$ cat config.mk
export PLATFORM = sky130hd
export DESIGN_NAME = seq_detect_param
export DESIGN_NICKNAME = d
export VERILOG_FILES = /design/src/rtl/seq_det_pkg.sv /design/src/rtl/seq_detect_param_sat_counter.sv /design/src/rtl/seq_detect_param.sv
export SDC_FILE = /design/constraint.sdc
export NUM_CORES = 1
export LEC_CHECK = 0
export BUFFER_PORTS_ARGS = -buffer_cell sky130_fd_sc_hd__buf_2
export CORE_MARGIN = 2
export CORE_UTILIZATION = 46
export CTS_CLUSTER_DIAMETER = 50
export DETAILED_ROUTE_END_ITERATION = 8
export PLACE_DENSITY = 0.69
export SLEW_MARGIN = 10
export SYNTH_ARGS = -nofsm -noshare
export SYNTH_HDL_FRONTEND = slang
export SYNTH_SLANG_ARGS = --single-unit
$ cat constraint.sdc
create_clock -name clk -period 0.95 [get_ports clk]
set_input_delay 0.1425 -clock clk [delete_from_list [all_inputs] [get_ports clk]]
set_output_delay 0.1425 -clock clk [all_outputs]
set_load 0.01 [all_outputs]
$ cat src/rtl/seq_det_pkg.sv
// Shared defaults for the serial pattern detector and the fill-count width helper.
package seq_det_pkg;

  localparam int         N_DEF   = 5;
  localparam logic [4:0] PAT_DEF = 5'b10010;
  localparam int         CW_DEF  = 8;

  // Width needed to hold a fill count in the range 0..n.
  function automatic int fill_width(input int n);
    return $clog2(n + 1);
  endfunction

endpackage

$ cat src/rtl/seq_detect_param_sat_counter.sv
// Saturating up-counter with synchronous reset; sticks at all-ones.
module sat_counter #(
  parameter int W = 8
) (
  input  logic         clk,
  input  logic         rst,
  input  logic         inc,
  output logic [W-1:0] cnt
);

  logic [W-1:0] cnt_q;

  always_ff @(posedge clk) begin
    if (rst) begin
      cnt_q <= '0;
    end else if (inc && (cnt_q != {W{1'b1}})) begin
      cnt_q <= cnt_q + W'(1);
    end
  end

  assign cnt = cnt_q;

endmodule

$ cat src/rtl/seq_detect_param.sv
// Serial pattern detector with loadable pattern, overlap control and Moore output w.
// Optional match counter and match_cnt port when SEQ_DETECT_MATCH_CNT_EN is defined.
module seq_detect_param
  import seq_det_pkg::*;
#(
  parameter int           N   = N_DEF,
  parameter logic [N-1:0] PAT = N'(PAT_DEF),
  parameter int           CW  = CW_DEF
) (
  input  logic          clk,
  input  logic          rst,
  input  logic          j,
  input  logic          en,
  input  logic          overlap,
  input  logic          pat_load,
  input  logic [N-1:0]  pat_in,
  output logic          w
`ifdef SEQ_DETECT_MATCH_CNT_EN
  ,
  output logic [CW-1:0] match_cnt
`endif
);

  localparam int FW = fill_width(N);

  logic [N-1:0]  pat_q;
  logic [N-1:0]  hist_q;
  logic [FW-1:0] fill_q;
  logic          m_q;

  logic [N-1:0]  hist_d;
  logic [FW-1:0] fill_inc;
  logic          shift_en;
  logic          match_d;

  always_comb begin
    shift_en = en && !pat_load;
    hist_d   = {hist_q[N-2:0], j};
    fill_inc = (fill_q == FW'(N)) ? FW'(N) : fill_q + FW'(1);
    match_d  = shift_en && (hist_d == pat_q) && (fill_inc == FW'(N));
  end

  always_ff @(posedge clk) begin
    if (rst) begin
      pat_q  <= PAT;
      hist_q <= '0;
      fill_q <= '0;
      m_q    <= 1'b0;
    end else if (pat_load) begin
      pat_q  <= pat_in;
      fill_q <= '0;
      m_q    <= 1'b0;
    end else if (en) begin
      hist_q <= hist_d;
      m_q    <= match_d;
      // Non-overlapping mode forces N fresh bits before the next match.
      if (match_d && !overlap) begin
        fill_q <= '0;
      end else begin
        fill_q <= fill_inc;
      end
    end
  end

  assign w = m_q;

`ifdef SEQ_DETECT_MATCH_CNT_EN
  sat_counter #(
    .W(CW)
  ) u_match_cnt (
    .clk (clk),
    .rst (rst),
    .inc (match_d),
    .cnt (match_cnt)
  );
`endif

endmodule
-- Word-level counts from Yosys, hierarchy flattened
Index checks and enable logic that the tools add are counted.
- $mul: 0
- add/subtract/negate cells: 1
- reductions and logical operators: 8
- shift operators: 0
- muxes and demuxes: 2
- divide/modulo/power cells: 0
- equality and inequality tests: 3
- $lt $le $gt $ge: 0
- bitwise gates (word level): 1
- operator list (operator ; number):
    $eq A3 B3 Y1 const B ; 2
    $mux W3 ; 2
    $eq A5 B5 Y1 ; 1
    $logic_and A1 B1 Y1 ; 4
    $add A3 B1 Y3 const B ; 1
    $logic_not A1 Y1 ; 2
    $reduce_and A2 Y1 ; 1
    $reduce_or A2 Y1 ; 1
    $not A1 Y1 ; 1
- memories: 0
- bits in read-only memories: 0
- bits of input ports: 11
- bits in writable memories: 0
- register bits: 13
- bits in latches: 0

-- Depth between registers and ports, before layout
Gate-level depths: netlist of run 1.
- depth after elaboration: 6
- depth in mapped cells: 5
- mapped depth without buffers: 4

-- Worst setup path before layout of run 1
No wires, ideal clock.
- kind: reg2reg
- start: reg fill_q[1]
- end: reg fill_q[0]
- slack: -0.094 ns
- cell stages (with the launch flop): 5
- data required time: 0.836 ns
- period minus slack after synthesis: 1.044 ns
- data arrival time: 0.930 ns
- library setup time: 0.114 ns
- cell sequence: dfxtp_1 -> nand4bb_4 -> nor3_2 -> a31o_1 -> o21ai_2
- word-level cells in the longest chain between the ends: 6
- ends and longest elaborated chain (element ; RTL line ; RTL):
    start, declared ; seq_detect_param.sv:28 ; logic [FW-1:0] fill_q;
    start signal, assigned ; seq_detect_param.sv:60 ; fill_q <= fill_inc;
    $add A3 B1 Y3 / $eq A3 B3 Y1 (equally long branches) ; seq_detect_param.sv:39 ; fill_inc = (fill_q == FW'(N)) ? FW'(N) : fill_q + FW'(1);
    $mux W3 * ; seq_detect_param.sv:39 ;
    $eq A3 B3 Y1 ; seq_detect_param.sv:40 ; match_d = shift_en && (hist_d == pat_q) && (fill_inc == FW'(N));
    $logic_and A1 B1 Y1 ; seq_detect_param.sv:40 ;
    $logic_and A1 B1 Y1 ; seq_detect_param.sv:57 ; if (match_d && !overlap) begin
    $mux W3 * ; seq_detect_param.sv:57 ;
Every way passes the cells marked *; elsewhere a longest branch is shown, timed or not.
A chain may end at the register's enable or synchronous reset.

-- Worst setup path after layout of run 1
- start: reg hist_q[2]
- end: reg fill_q[0]
- word-level cells in the longest chain between the ends: 5
- ends and longest elaborated chain (element ; RTL line ; RTL):
    start, declared ; seq_detect_param.sv:27 ; logic [N-1:0] hist_q;
    start signal, assigned ; seq_detect_param.sv:54 ; hist_q <= hist_d;
    $eq A5 B5 Y1 ; seq_detect_param.sv:40 ;
    $logic_and A1 B1 Y1 (2 in series) ; seq_detect_param.sv:40 ;
    $logic_and A1 B1 Y1 ; seq_detect_param.sv:57 ;
    $mux W3 ; seq_detect_param.sv:57 ;
No other way between the ends.

==> results.toml, run 1 <==
[floorplan]
die_area_um2 = 1660
dieWidth_um = 40.8
core_um2 = 1280
fp-row-count = 13
io_pins = 12
die_h_um = 40.8
start_util = 0.484

[detailed_routing]
drt_first_pass_iters = 4
vias = 496
drc = 0
avgViaCountPerCell = 5.01
finalWirelength_mm = 1.26
drt-initial-drc-count = 12
drt-wirelength-per-cell_um = 12.7
antenna_left = 0

[final_layout]
drive_gt1_frac = 0.417
area_growth_pct = 27.6
diodes = 0
fin_cells = 99
nNetsFinal = 96
fin_util = 0.617
num-fill-cells = 118

[global_route]
overflow = 0
grt_pass1_wl_mm = 2.03
grt_usage = 0.201
grt_pass1_vias = 484
grt_max_degree = 10
antenna_found_initial = 0

[worst_hold_path]
hold_path.class = "input pin to flop"

[sta]
setup_viol = 3
clock_skew_ns = 0.00569
tightestPinTransition_ns = 0.203
post-route-min-period_ns = 1.05
drv_slew = 0
hold_viol_final = 0
layout_setup_ws_ns = -0.102
post-route-period-util = 1.11
rsz0062_at_grt = "true"
fmax_mhz = 950
slew_headroom = 0.864

[clock_network]
hold_buffers = 0
insertion_delay_ns = 0.28
h-tree-depth = 1
cts_made_buffers = 3
cts_sinks = 13
clk_path_buf_depth = 2
clk_pin_slew_ns = 0.08
cts-root-buf = "clkbuf_4"
cts_tree = "done"

[yosys]
synth_area_leaders = "dfxtp_1, mux2i_1, nor2_1"
synth_cells = 63
synth_top_cell_area_share = 0.419
yosysUniqueCellTypes = 25
ys_seq_area_frac = 0.419
yosys.area.top_type = "dfxtp_1"
syn_area_um2 = 622
ys_ff_latch = 13
syn-num-nets = 74
yosys_warnings = 0
async_flop_share = 0
synth-main-ff-cell = "dfxtp_1"
synth_common_cells = "dfxtp_1, nor2_1, mux2i_1"
synth_edf_count = 0
syn_area_per_cell_um2 = 9.87

[power]
p_clk_frac = 0.329
report.power.total_mw = 1.07
switchingPower_mw = 0.267
combPwrFrac = 0.128
p_seq_frac = 0.543
ir_drop_v = 0.000810
power_density_nw_per_um2 = 1340
p_leak_nw = 0.352
swShare = 0.251
p_int_mw = 0.798

[place]
placed_cells = 94
portBuffers = 11
globalplace.congestion = 0.677
hpwlAfterDp_um = 872

[worst_setup_path]
rrSetupSlack_ns = -0.10
crit_type = "flop to flop"
arrival_ns = 1.27
crit_required_ns = 1.17
crit_fanout = 2
critPathLaunchType = "flop"
setup.worst_path.end_class = "flop"

[outcome]
violations = "negative setup slack"
status = "complete, but fails checks"

[job]
max_cap_viol_count = 0
-- power groups by stage --
stage | clock [mW] | combinational (mW) | sequential [mW]
after CTS | 0.362 | 0.133 | 0.579
final | 0.351 | 0.136 | 0.579
after detailed placement | 0 | 0.129 | 0.591
after global routing | 0.393 | 0.150 | 0.582
after floorplan | 0 | 0.0837 | 0.589
after global placement | 0 | 0.125 | 0.591
-- placed cells by master (no fill, tap or decap) --
cell / n
a211o_1: 1
a211o_2: 2
nand3_1: 1
or2_4: 1
nor2_2: 1
buf_2: 11
nand2_1: 3
o21ai_2: 1
xor2_1: 4
inv_1: 1
and2b_1: 1
nor4_4: 1
xor2_2: 1
dfxtp_2: 2
xnor2_1: 1
clkbuf_4: 3
nor3b_1: 1
a31o_1: 1
buf_4: 9
nand4bb_4: 1
clkbuf_1: 1
a31oi_1: 1
and2b_2: 1
nor3_2: 1
nor2b_1: 2
nor2_1: 12
o21ai_0: 1
mux2i_1: 7
dfxtp_1: 11
-- final cells by class --
type	instances	area (µm²)	share of cell area
well taps	15	18.8	0.0237
flip-flops and latches	13	263	0.331
repair buffers	20	123	0.155
multi-input cells	46	359	0.453
inverters	1	3.75	0.00473
clock buffers	4	26.3	0.0331
-- sequential cells by signal (all words and copies together), names as in the netlist --
| register | flops |
|---|---|
| pat_q | 5 |
| hist_q | 4 |
| fill_q | 3 |
| w | 1 |
-- metrics by stage --
stage                     TNS, ns  cell area, µm²  setup WS [ns]  hold WS, ns
after global placement     -0.187             733        -0.0636        0.349
after detailed placement   -0.361             733         -0.111        0.357
final                      -0.210             793         -0.102       0.0609
after global routing       -0.434             793         -0.159       0.0560
after CTS                  -0.197             777        -0.0800       0.0575
after floorplan            -0.106             623        -0.0532        0.265
-- cells by family (layout without fill, tap and decap cells) --
group,Yosys count,count (layout),share of synthesized area
AND/OR/NAND/NOR,26,26,0.248
flip-flops,13,13,0.419
AO/OA/AOI/OAI,7,7,0.0926
multiplexers,7,7,0.113
XOR/XNOR,6,6,0.0845
buffers and inverters,4,25,0.0443
-- critical path, cell delays in order, from the launching register on --
cell and delay, ns:
dfxtp_1 0.39, xor2_2 0.22, nor3_2 0.06, a31o_1 0.19
o21ai_2 0.12
-- path summary, 6_finish.rpt --
check                                from        end  cells past startpoint
worst max register to register  hist_q[2]  fill_q[0]                      4
worst max-delay path            hist_q[2]  fill_q[0]                      4
worst min register to register   pat_q[0]   pat_q[0]                      2
worst min-delay path            pat_in[1]   pat_q[1]                      2
-- what timing repair did --
item | CTS | global route
endpoints found under the setup margin | 4 | 4
endpoints found under the hold margin | 0 | 0
buffers inserted | 1 | 0
resized for setup | 2 | 3
pin swaps | 2 | 2
-- layer usage --
metal,vias to the layer above,wire [µm],global-route usage
li1,254,-,-
met1,224,594,0.225
met2,13,591,0.337
met3,5,46,0.0489
met4,0,28,0.125
met5,-,0,0
Power figures use the tool's default switching activity.
==> run 2, diff against run 1 <==
CORE_UTILIZATION = 34   (was 46)
PLACE_DENSITY = 0.51   (was 0.69)
clock period = 1.2 ns   (was 0.95 ns; I/O delays follow)
==> run 2 against run 1 <==
  * Non-clock buffer count is 7 lower
  * Clock-buffer cell count stayed put
  * Register-to-register slack better by 0.22 ns
  * Flip-flop and latch count stayed put
  * Critical endpoint unchanged
  * Fmax fell by 3.2%
  * The run now ends clean
  * Highest routed layer unchanged
  * Routed wire length decreased by 13%
  * Core utilization down 20 points
  * Worst hold slack better by 0.052 ns
  * Largest power group unchanged
  * Combinational power down 31%
==> results.toml, run 2 (synthesized netlist as in run 1, its figures left out) <==
[worst_setup_path]
setup.worst_path.end_class = "flop"
critPathLaunchType = "flop"
crit_type = "flop to flop"
cpMaxStageDelayCell = "dfxtp_2"
crit_fanout = 6
worstPathCellList = "nand4bb_4 -> nor3_2 -> a31o_1 -> o21ai_2"
crit_required_ns = 1.37
arrival_ns = 1.26
slowest_delay_ns = 0.35

[power]
ir_drop_v = 0.000570
p_leak_nw = 0.316
power_density_nw_per_um2 = 1120
report.power.total_mw = 0.816

[global_route]
grt_max_degree = 11
grt_pass1_wl_mm = 1.82
overflow = 0
grt_pass1_vias = 403
grt_usage = 0.125
antenna_found_initial = 0

[clock_network]
clk_path_buf_depth = 2
cts_setup_buffers = 0
cts_sinks = 13
cts_tree = "done"
h-tree-depth = 1
clk_pin_slew_ns = 0.08
hold_buffers = 0
cts-root-buf = "clkbuf_4"
cts_made_buffers = 3
insertion_delay_ns = 0.27

[detailed_routing]
drt-initial-drc-count = 9
avgViaCountPerCell = 4.40
drc = 0
drt-wirelength-per-cell_um = 10.7
antenna_left = 0
vias = 449
drt_first_pass_iters = 4
finalWirelength_mm = 1.10

[job]
max_cap_viol_count = 0

[sta]
post-route-period-util = 0.906
holdWs_ns = 0.113
drv_slew = 0
hold_viol_final = 0
fmax_mhz = 920
layout_setup_ws_ns = 0.113
finalSetupTns_ns = 0
setup_viol = 0
rsz0062_at_grt = "false"
post-route-min-period_ns = 1.09
tightestPinTransition_ns = 0.223
slew_headroom = 0.850
clock_skew_ns = 0.00135

[final_layout]
drive_gt1_frac = 0.312
diodes = 0
num-fill-cells = 189
fin_util = 0.421
finalInstanceArea_um2 = 727
final_common_cell = "nor2_1"
top_register = "pat_q"
largest_register_ffs = 5
nNetsFinal = 89
area_growth_pct = 16.9
final_cell_mix = "nor2_1, dfxtp_1, buf_2"
reg.largest.list = "pat_q x5, hist_q x4, fill_q x3"
fin_cells = 102

[place]
postPlaceCellArea_um2 = 699
placed_cells = 98
hpwlAfterDp_um = 826
dp_slack_ns = 0.0746
globalplace.congestion = 0.766
portBuffers = 11

[floorplan]
dieWidth_um = 46.8
fp-row-count = 15
start_util = 0.360
die_area_um2 = 2190
io_pins = 12
die_h_um = 46.8
core_um2 = 1730

[worst_hold_path]
hold_path.class = "input pin to flop"

[outcome]
status = "finished clean"
run 2: changes by cell type in the layout (fill, tap and decap cells not counted), sizes merged:
cell,change
buf,-7
run 2: final timing paths:
kind | from | to | slack [ns] | cells after the start
worst min register to register | fill_q[0] | fill_q[0] | 0.51 | 2
worst max register to register | fill_q[1] | fill_q[0] | 0.11 | 4
worst min-delay path | pat_in[1] | pat_q[1] | 0.11 | 2
worst max-delay path | fill_q[1] | fill_q[0] | 0.11 | 4
run 2: worst max-delay path: cells and delay by family (launching register included):
kind / cells / cell delay [ns]
compound gates: 2 / 0.26
simple gates: 2 / 0.39
flops: 1 / 0.35
run 2: where the power goes:
group / internal (mW) / switching (mW)
sequential: 0.447 / 0.0118
combinational: 0.0493 / 0.0447
clock: 0.129 / 0.135
run 2: metal layers:
layer	vias up	track usage	wire length [µm]
li1	244	-	-
met1	197	0.176	607
met2	6	0.156	442
met3	2	0.0692	35
met4	0	0.0500	10
met5	-	0	0
run 2: area by class of cell:
type	instances	area, µm²	area share
multi-input combinational	46	334	0.460
sequential	13	262	0.360
timing repair buffer	13	70.1	0.0964
tap	25	31.3	0.0430
clock buffer	4	26.3	0.0361
inverter	1	3.75	0.00516
run 2: repair_timing:
action | CTS | global route
setup endpoints to repair | 0 | 2
resized for setup | 0 | 1
hold endpoints to repair | 0 | 0
